==> src/rtl/counter_pkg.sv <==
// Shared types for the up/down counter: default width, count type and direction encoding.
package counter_pkg;

  localparam int COUNT_W = 8;

  typedef logic [COUNT_W-1:0] count_t;

  typedef enum logic {
    DIR_UP   = 1'b0,
    DIR_DOWN = 1'b1
  } dir_e;

endpackage : counter_pkg

==> src/rtl/counter_8bit.sv <==
// Free-running up/down counter with a registered wrap pulse and a combinational zero flag.
// Note: rst_n is active-HIGH despite its name.
module counter_8bit
  import counter_pkg::*;
#(
  parameter int               WIDTH       = COUNT_W,
  parameter logic [WIDTH-1:0] RESET_VALUE = '0
) (
  input  logic             clk,
  input  logic             rst_n,
  input  logic             down,
  output logic [WIDTH-1:0] count,
  output logic             wrap,
  output logic             zero
);

  localparam logic [WIDTH-1:0] MAX_VAL = '1;
  localparam logic [WIDTH-1:0] ONE     = WIDTH'(1);

  // Returns {wrap, next_count}; the wrap bit flags a roll-over in the chosen direction.
  function automatic logic [WIDTH:0] step(input logic [WIDTH-1:0] cur, input dir_e dir);
    logic [WIDTH:0] res;
    if (dir == DIR_DOWN) res = {cur == '0, cur - ONE};
    else                 res = {cur == MAX_VAL, cur + ONE};
    return res;
  endfunction

  dir_e dir;
  assign dir = dir_e'(down);

  always_ff @(posedge clk or posedge rst_n) begin
    if (rst_n) begin
      count <= RESET_VALUE;
      wrap  <= 1'b0;
    end else begin
      {wrap, count} <= step(count, dir);
    end
  end

  assign zero = (count == '0);

endmodule : counter_8bit

==> config.mk <==
export PLATFORM = sky130hd
export DESIGN_NAME = counter_8bit
export DESIGN_NICKNAME = d
export VERILOG_FILES = /design/src/rtl/counter_pkg.sv /design/src/rtl/counter_8bit.sv
export SDC_FILE = /design/constraint.sdc
export NUM_CORES = 1
export LEC_CHECK = 0
export BUFFER_PORTS_ARGS = -buffer_cell sky130_fd_sc_hd__buf_2
export CELL_PAD_IN_SITES_DETAIL_PLACEMENT = 0
export CELL_PAD_IN_SITES_GLOBAL_PLACEMENT = 1
export CORE_UTILIZATION = 39
export DETAILED_ROUTE_END_ITERATION = 6
export PLACE_DENSITY = 0.85
export SYNTH_ARGS = -nofsm -noshare
export SYNTH_HDL_FRONTEND = slang
export SYNTH_SLANG_ARGS = --single-unit
==> constraint.sdc <==
create_clock -name clk -period 1.8 [get_ports clk]
set_clock_uncertainty 0.1 [all_clocks]
set_input_delay 0 -clock clk [delete_from_list [all_inputs] [get_ports clk]]
set_output_delay 0 -clock clk [all_outputs]
set_load 0.005 [all_outputs]
==> results of run 1 <==
## final timing paths
kind,from,endpoint,slack [ns],cells past startpoint
min in group asynchronous,rst_n,count[1]$_DFF_PP0_,0.14,3
hold / removal,down,wrap$_DFF_PP0_,0.02,2
setup reg to reg,count[2]$_DFF_PP0_,count[6]$_DFF_PP0_,0.17,4
setup / recovery,count[2]$_DFF_PP0_,count[6]$_DFF_PP0_,0.17,4
max in group asynchronous,rst_n,wrap$_DFF_PP0_,1.19,3
hold reg to reg,count[0]$_DFF_PP0_,count[0]$_DFF_PP0_,0.36,1
## repair_timing
item | CTS | global route
setup endpoints to repair | 0 | 2
resized for setup | 0 | 1
hold buffers | 1 | 0
endpoints found under the hold margin | 9 | 0
buffers inserted | 0 | 0
## power groups by stage
stage	combinational, W	clock (W)	sequential, W
2_1_floorplan	0.000487	0	0.000380
3_3_place_gp	0.000685	0	0.000378
3_5_place_dp	0.000709	0	0.000383
4_1_cts	0.000711	0.000159	0.000380
5_1_grt	0.000817	0.000171	0.000392
6_report	0.000719	0.000157	0.000384
## per-layer routing
layer	up-vias	GRT usage	share of wire
li1	257	-	-
met3	2	0.0489	0.040
met1	250	0.241	0.50
met2	15	0.297	0.45
met4	0	0.0726	0.0046
met5	-	0	0
## cells by family after synthesis
logic type	synth area share
xor gates and xnor gates	0.0583
buffers and inverters	0.0375
DFF	0.375
AOI/OAI and AO/OA	0.221
and+or+nand+nor	0.150
adders and majority gates	0.158
## cell type report
cell class | count | area, um^2
Sequential cell | 9 | 225
Multi-Input combinational cell | 43 | 358
Clock buffer | 4 | 26.3
Inverter | 6 | 22.5
Timing Repair Buffer | 15 | 85.1
Tap cell | 15 | 18.8
Fill cell | 134 | 631
## worst max-delay path, delay by kind of cell (launching register included)
| family | cells | cell delay (ns) |
|---|---|---|
| AO/OA/AOI/OAI | 2 | 0.52 |
| adder cells (fa/ha/maj) | 1 | 0.34 |
| flip-flops | 1 | 0.40 |
| AND/OR/NAND/NOR | 1 | 0.17 |
## registers in the layout (all words and copies together) (netlist names)
register  count
count         8
wrap          1
## metrics by stage
step / cell area (um^2) / total power [W] / cells / utilization / setup slack [ns]
floorplan: 601 / 0.000866 / 58 / - / 0.245
global placement: 694 / 0.00106 / 87 / 0.508 / 0.127
detailed placement: 694 / 0.00109 / 87 / 0.508 / 0.108
CTS: 731 / 0.00125 / 92 / 0.535 / 0.0932
global route: 736 / 0.00138 / 92 / 0.538 / 0.0506
finish: 736 / 0.00126 / 92 / 0.538 / 0.166
## synth_stat cells
library cell / n / area (um^2)
dfrtp_1: 9 / 225
ha_1: 6 / 75.1
inv_1: 6 / 22.5
a21oi_1: 5 / 25.0
o211ai_1: 3 / 22.5
nand4_1: 2 / 12.5
nor2b_1: 2 / 12.5
nor3_1: 2 / 10.0
o21ai_0: 2 / 10.0
or4_4: 2 / 22.5
xnor2_1: 2 / 17.5
xor2_1: 2 / 17.5
a211oi_1: 1 / 7.51
a21o_1: 1 / 7.51
a21o_2: 1 / 8.76
a221oi_1: 1 / 8.76
fa_1: 1 / 20.0
nand2_1: 1 / 3.75
nand2b_1: 1 / 6.26
nor2_1: 1 / 3.75
nor2_4: 1 / 11.3
nor3b_1: 1 / 7.51
o21a_1: 1 / 7.51
o2bb2ai_1: 1 / 8.76
o311ai_0: 1 / 8.76
o311ai_1: 1 / 8.76
o31a_1: 1 / 8.76
## placed cells by master, fill, tap and decap left out, types with 2 or more instances in the layout
| cell type | n |
|---|---|
| o211ai_1 | 3 |
| nand4_1 | 2 |
| o21ai_0 | 2 |
| xnor2_1 | 2 |
| a21oi_1 | 5 |
| inv_1 | 6 |
| nor2b_1 | 2 |
| nor3_1 | 2 |
| buf_2 | 12 |
| ha_1 | 6 |
| or4_4 | 2 |
| xor2_1 | 2 |
| dfrtp_1 | 9 |
| buf_4 | 2 |
| clkbuf_4 | 3 |
==> impl_metrics.py, run 1 <==
metrics = {
    "worst_setup_path": {
        "worstPathCellList": "ha_1 -> nor2b_1 -> o31a_1 -> o311ai_1",
        "cp-end-kind": "register",
        "crit_arrival_ns": 1.69,
        "start_kind": "register",
        "worstSetupPathType": "reg2reg",
        "critPathRequiredTime_ns": 1.86,
        "cp_slowest_stage_delay_ns": 0.40,
        "crit_fanout": 4,
        "critPathSlowestCell": "dfrtp_1",
    },
    "sta": {
        "worst_pin_slew_ns": 0.370,
        "fmax_mhz": 612,
        "tns_ns": 0,
        "drv_slew": 0,
        "finalHoldViolCount": 0,
        "rsz0062_at_grt": "false",
        "whs_ns": 0.0201,
        "max_slew_margin": 0.753,
        "min_period_over_period": 0.908,
        "period_needed_ns": 1.63,
        "setup_violations": 0,
    },
    "pwr": {
        "p_int_w": 0.000725,
        "switchingPower_w": 0.000535,
        "switching_share": 0.424,
        "seqPwrFrac": 0.304,
        "powerDensity_nw_per_um2": 1710,
        "peakVddDrop_mv": 0.652,
        "leakage_nw": 0.347,
        "combPwrFrac": 0.571,
        "clock_power_share": 0.124,
    },
    "route": {
        "dr.pass1.iters": 4,
        "wl_per_cell_um": 14.3,
        "drcViolationCount": 0,
        "ant_nets": 0,
        "routed_wl_um": 1310,
        "drt_iter0_markers": 7,
        "viasPerCell": 5.70,
        "vias": 524,
    },
    "job": {
        "cap_violations": 0,
    },
    "layout": {
        "diodes": 0,
        "syn_to_final_growth_pct": 22.5,
        "fin_nets": 88,
        "drive_gt1_frac": 0.286,
    },
    "yosys": {
        "ys.warnings.count": 0,
        "synth_seq_area_share": 0.375,
        "syn_nets": 68,
        "ys_types": 27,
        "syn_avg_cell_area_um2": 10.4,
        "syn_area_um2": 601,
        "netlist_instances": 58,
        "ys_ff_latch": 9,
    },
    "clock_tree": {
        "clock_path_buffers": 2,
        "cts.htree.levels": 1,
        "clk_pin_slew_ns": 0.06,
        "cts_tree": "built",
        "clkLatencyLatePin_ns": 0.26,
        "cts_sinks": 9,
        "root_buffer": "clkbuf_4",
        "cts_buffers": 3,
    },
    "die": {
        "die_area_um2": 1700,
        "die_w_um": 41.2,
        "core_area_um2": 1370,
        "fp-row-count": 13,
        "initial_core_util": 0.440,
        "ios": 13,
        "die_y_um": 41.2,
    },
    "grt": {
        "grt_max_degree": 11,
        "antenna_found_initial": 0,
        "grt_pass1_vias": 447,
        "grt_pass1_wl_um": 2040,
        "grt_usage": 0.188,
        "grt_overflow": 0,
    },
    "place": {
        "post-dp-hpwl_um": 1030,
        "gp_congestion": 0.747,
        "portBuffers": 12,
    },
    "worst_hold_path": {
        "holdCritPathClass": "in2reg",
    },
    "status": {
        "status": "finished, final reports clean",
    },
}
Power figures use the tool's default switching activity.
==> inputs of run 2 (changes only) <==
--- a/config.mk
+++ b/config.mk
@@ -5,12 +5,14 @@
 export SDC_FILE = /design/constraint.sdc
 export NUM_CORES = 1
 export LEC_CHECK = 0
+export ABC_AREA = 1
 export BUFFER_PORTS_ARGS = -buffer_cell sky130_fd_sc_hd__buf_2
 export CELL_PAD_IN_SITES_DETAIL_PLACEMENT = 0
 export CELL_PAD_IN_SITES_GLOBAL_PLACEMENT = 1
-export CORE_UTILIZATION = 39
+export CORE_UTILIZATION = 36
 export DETAILED_ROUTE_END_ITERATION = 6
-export PLACE_DENSITY = 0.85
+export PLACE_DENSITY = 0.84
 export SYNTH_ARGS = -nofsm -noshare
 export SYNTH_HDL_FRONTEND = slang
 export SYNTH_SLANG_ARGS = --single-unit
+export TNS_END_PERCENT = 10
==> run 2 against run 1 <==
Against the previous run:
- the run now ends with design-rule violations left
- synthesized cell count up 48%
- first-iteration DRC count grew 71%
- critical endpoint unchanged
- largest power group unchanged
- cell count grew 30%
==> impl_metrics.py, run 2 <==
metrics = {
    "sta": {
        "worst_pin_slew_ns": 0.352,
        "tns_ns": 0,
        "fmax_mhz": 597,
        "finalHoldViolCount": 0,
        "max_slew_margin": 0.765,
        "drv_slew": 0,
        "setup_violations": 0,
        "period_needed_ns": 1.67,
        "min_period_over_period": 0.930,
        "rsz0062_at_grt": "false",
        "setup_ws_ns": 0.126,
    },
    "yosys": {
        "synth_seq_area_share": 0.359,
        "synth.top_cell.area_share": 0.359,
        "synth_enable_flop_cells": 0,
        "async_flop_share": 1.00,
        "syn_avg_cell_area_um2": 7.29,
        "synth_commonest_cells": "28 x nand2_1, 20 x inv_1, 9 x dfrtp_1, 6 x ha_1, 5 x nand3_1",
        "synthTopCellsByArea": "dfrtp_1 36%, nand2_1 17%, ha_1 12%",
        "syn_nets": 96,
        "synth.largest_area_cell": "dfrtp_1",
        "ys_types": 13,
        "ys.flop_type": "dfrtp_1",
        "ys_ff_latch": 9,
        "ys.warnings.count": 0,
        "syn_area_um2": 627,
        "netlist_instances": 86,
        "yosysMostFrequentCell": "nand2_1",
    },
    "worst_setup_path": {
        "crit_arrival_ns": 1.73,
        "reg2reg_from": "count[0]$_DFF_PP0_",
        "critPathRequiredTime_ns": 1.86,
        "crit_start": "down",
        "crit_fanout": 9,
        "worstSetupPathType": "in2reg",
        "r2r-end": "count[6]$_DFF_PP0_",
        "r2r_setup_slack_ns": 0.28,
        "cp-end-kind": "register",
        "start_kind": "input pin",
        "crit_end": "count[6]$_DFF_PP0_",
        "reg2regPathDepth": 8,
    },
    "route": {
        "ant_nets": 0,
        "wl_per_cell_um": 10.7,
        "vias": 552,
        "drcViolationCount": 3,
        "drt_iter0_markers": 12,
        "dr.pass1.iters": 6,
        "routed_wl_um": 1290,
        "viasPerCell": 4.60,
    },
    "clock_tree": {
        "clock_path_buffers": 2,
        "cts_tree": "built",
        "cts_buffers": 3,
        "cts.htree.levels": 1,
        "hold_buffers": 2,
        "clkLatencyLatePin_ns": 0.27,
        "root_buffer": "clkbuf_4",
        "ctsResizeCount": 0,
        "cts_sinks": 9,
        "cts_setup_buffers": 0,
        "clk_pin_slew_ns": 0.07,
    },
    "status": {
        "violations": "design-rule violations",
        "status": "finished with violations",
    },
    "die": {
        "ios": 13,
        "initial_core_util": 0.402,
        "die_area_um2": 1910,
        "core_area_um2": 1560,
        "die_y_um": 43.7,
        "die_w_um": 43.7,
        "fp-row-count": 14,
    },
    "layout": {
        "syn_to_final_growth_pct": 20.2,
        "final_common_cell": "nand2_1",
        "fin_nets": 115,
        "multiInputGateArea_um2": 327,
        "drive_gt1_frac": 0.144,
        "top_regs": "count x8, wrap x1",
        "postLayoutCoreUtil": 0.483,
        "diodes": 0,
        "largest_register_ffs": 8,
        "mostFrequentLayoutCells": "28 x nand2_1, 20 x inv_1, 12 x buf_2, 9 x dfrtp_1, 6 x ha_1",
        "regMostFlops": "count",
        "n_fill_cell": 170,
        "seqCellArea_um2": 225,
    },
    "pwr": {
        "peakVddDrop_mv": 0.766,
        "p_int_w": 0.000689,
        "switchingPower_w": 0.000545,
        "clock_power_share": 0.133,
        "combPwrFrac": 0.573,
        "leakage_nw": 0.464,
        "seqPwrFrac": 0.294,
        "switching_share": 0.442,
        "powerDensity_nw_per_um2": 1640,
    },
    "place": {
        "post-dp-hpwl_um": 976,
        "portBuffers": 12,
        "gp_congestion": 0.803,
        "pre_cts_slack_ns": 0.304,
    },
    "job": {
        "cap_violations": 0,
    },
    "grt": {
        "grt_overflow": 0,
        "grt_pass1_wl_um": 2000,
        "grt_max_degree": 10,
        "grt_usage": 0.155,
        "grt_pass1_vias": 455,
        "antenna_found_initial": 0,
    },
    "worst_hold_path": {
        "holdCritPathClass": "in2async",
    },
}
[run 2: changes by cell type in the layout (fill, tap and decap cells not counted), moves of 3 or more]
cell | before | now
a21oi_1 | 5 | 2
nand3_1 | 0 | 5
nor2_1 | 1 | 4
inv_1 | 6 | 20
o211ai_1 | 3 | 0
nand2_1 | 1 | 28
[run 2: worst max-delay path, cell delays in order]
cell and delay, ns:
dlygate4sd3_1 0.53, buf_2 0.22, inv_1 0.12, fa_1 0.46, inv_1 0.07, nand2_1 0.04, nand2_1 0.07, nand3_1 0.10
nand3_1 0.08, nand2_1 0.05
[run 2: logic make-up after synthesis]
kind of cell    count (synthesis)  share of synthesized area
simple gates                   45                      0.311
buf+inv                        20                      0.120
flops                           9                      0.359
fa+ha+maj                       7                      0.152
xor+xnor                        3                     0.0419
compound gates                  2                     0.0160
[run 2: how the worst min path moves through the flow]
| stage | end | start | slack, ns |
|---|---|---|---|
| 2_1_floorplan | count[0]$_DFF_PP0_ | rst_n | -0.27 |
| 3_3_place_gp | wrap$_DFF_PP0_ | rst_n | -0.12 |
| 3_5_place_dp | wrap$_DFF_PP0_ | rst_n | -0.11 |
| 4_1_cts | wrap$_DFF_PP0_ | rst_n | 0.14 |
| 5_1_grt | count[6]$_DFF_PP0_ | rst_n | 0.17 |
| 6_report | count[5]$_DFF_PP0_ | rst_n | 0.13 |
[run 2: layer usage]
layer	track usage	wire length [um]	part of all wire
met1	0.204	619	0.48
met4	0.113	42	0.033
met3	0.0375	49	0.038
met2	0.221	574	0.45
met5	0	0	0
[run 2: power groups by stage]
stage / clock (W) / combinational [W] / sequential (W)
2_1_floorplan: 0 / 0.000518 / 0.000363
3_3_place_gp: 0 / 0.000698 / 0.000367
3_5_place_dp: 0 / 0.000705 / 0.000368
4_1_cts: 0.000170 / 0.000712 / 0.000364
5_1_grt: 0.000184 / 0.000827 / 0.000376
6_report: 0.000164 / 0.000706 / 0.000363
[run 2: cell type report]
| cell class | instances | area share |
|---|---|---|
| Clock buffer | 4 | 0.0349 |
| Inverter | 20 | 0.0997 |
| Tap cell | 16 | 0.0266 |
| Timing Repair Buffer | 14 | 0.106 |
| Sequential cell | 9 | 0.299 |
| Multi-Input combinational cell | 57 | 0.434 |
[run 2: metrics by stage]
step / hold WS, ns / std cells / cell area [um^2] / power, W
6_report: 0.128 / 120 / 753 / 0.00123
5_1_grt: 0.167 / 120 / 753 / 0.00139
4_1_cts: 0.143 / 120 / 753 / 0.00125
3_5_place_dp: -0.112 / 114 / 707 / 0.00107
3_3_place_gp: -0.116 / 114 / 707 / 0.00106
2_1_floorplan: -0.272 / 86 / 627 / 0.000881
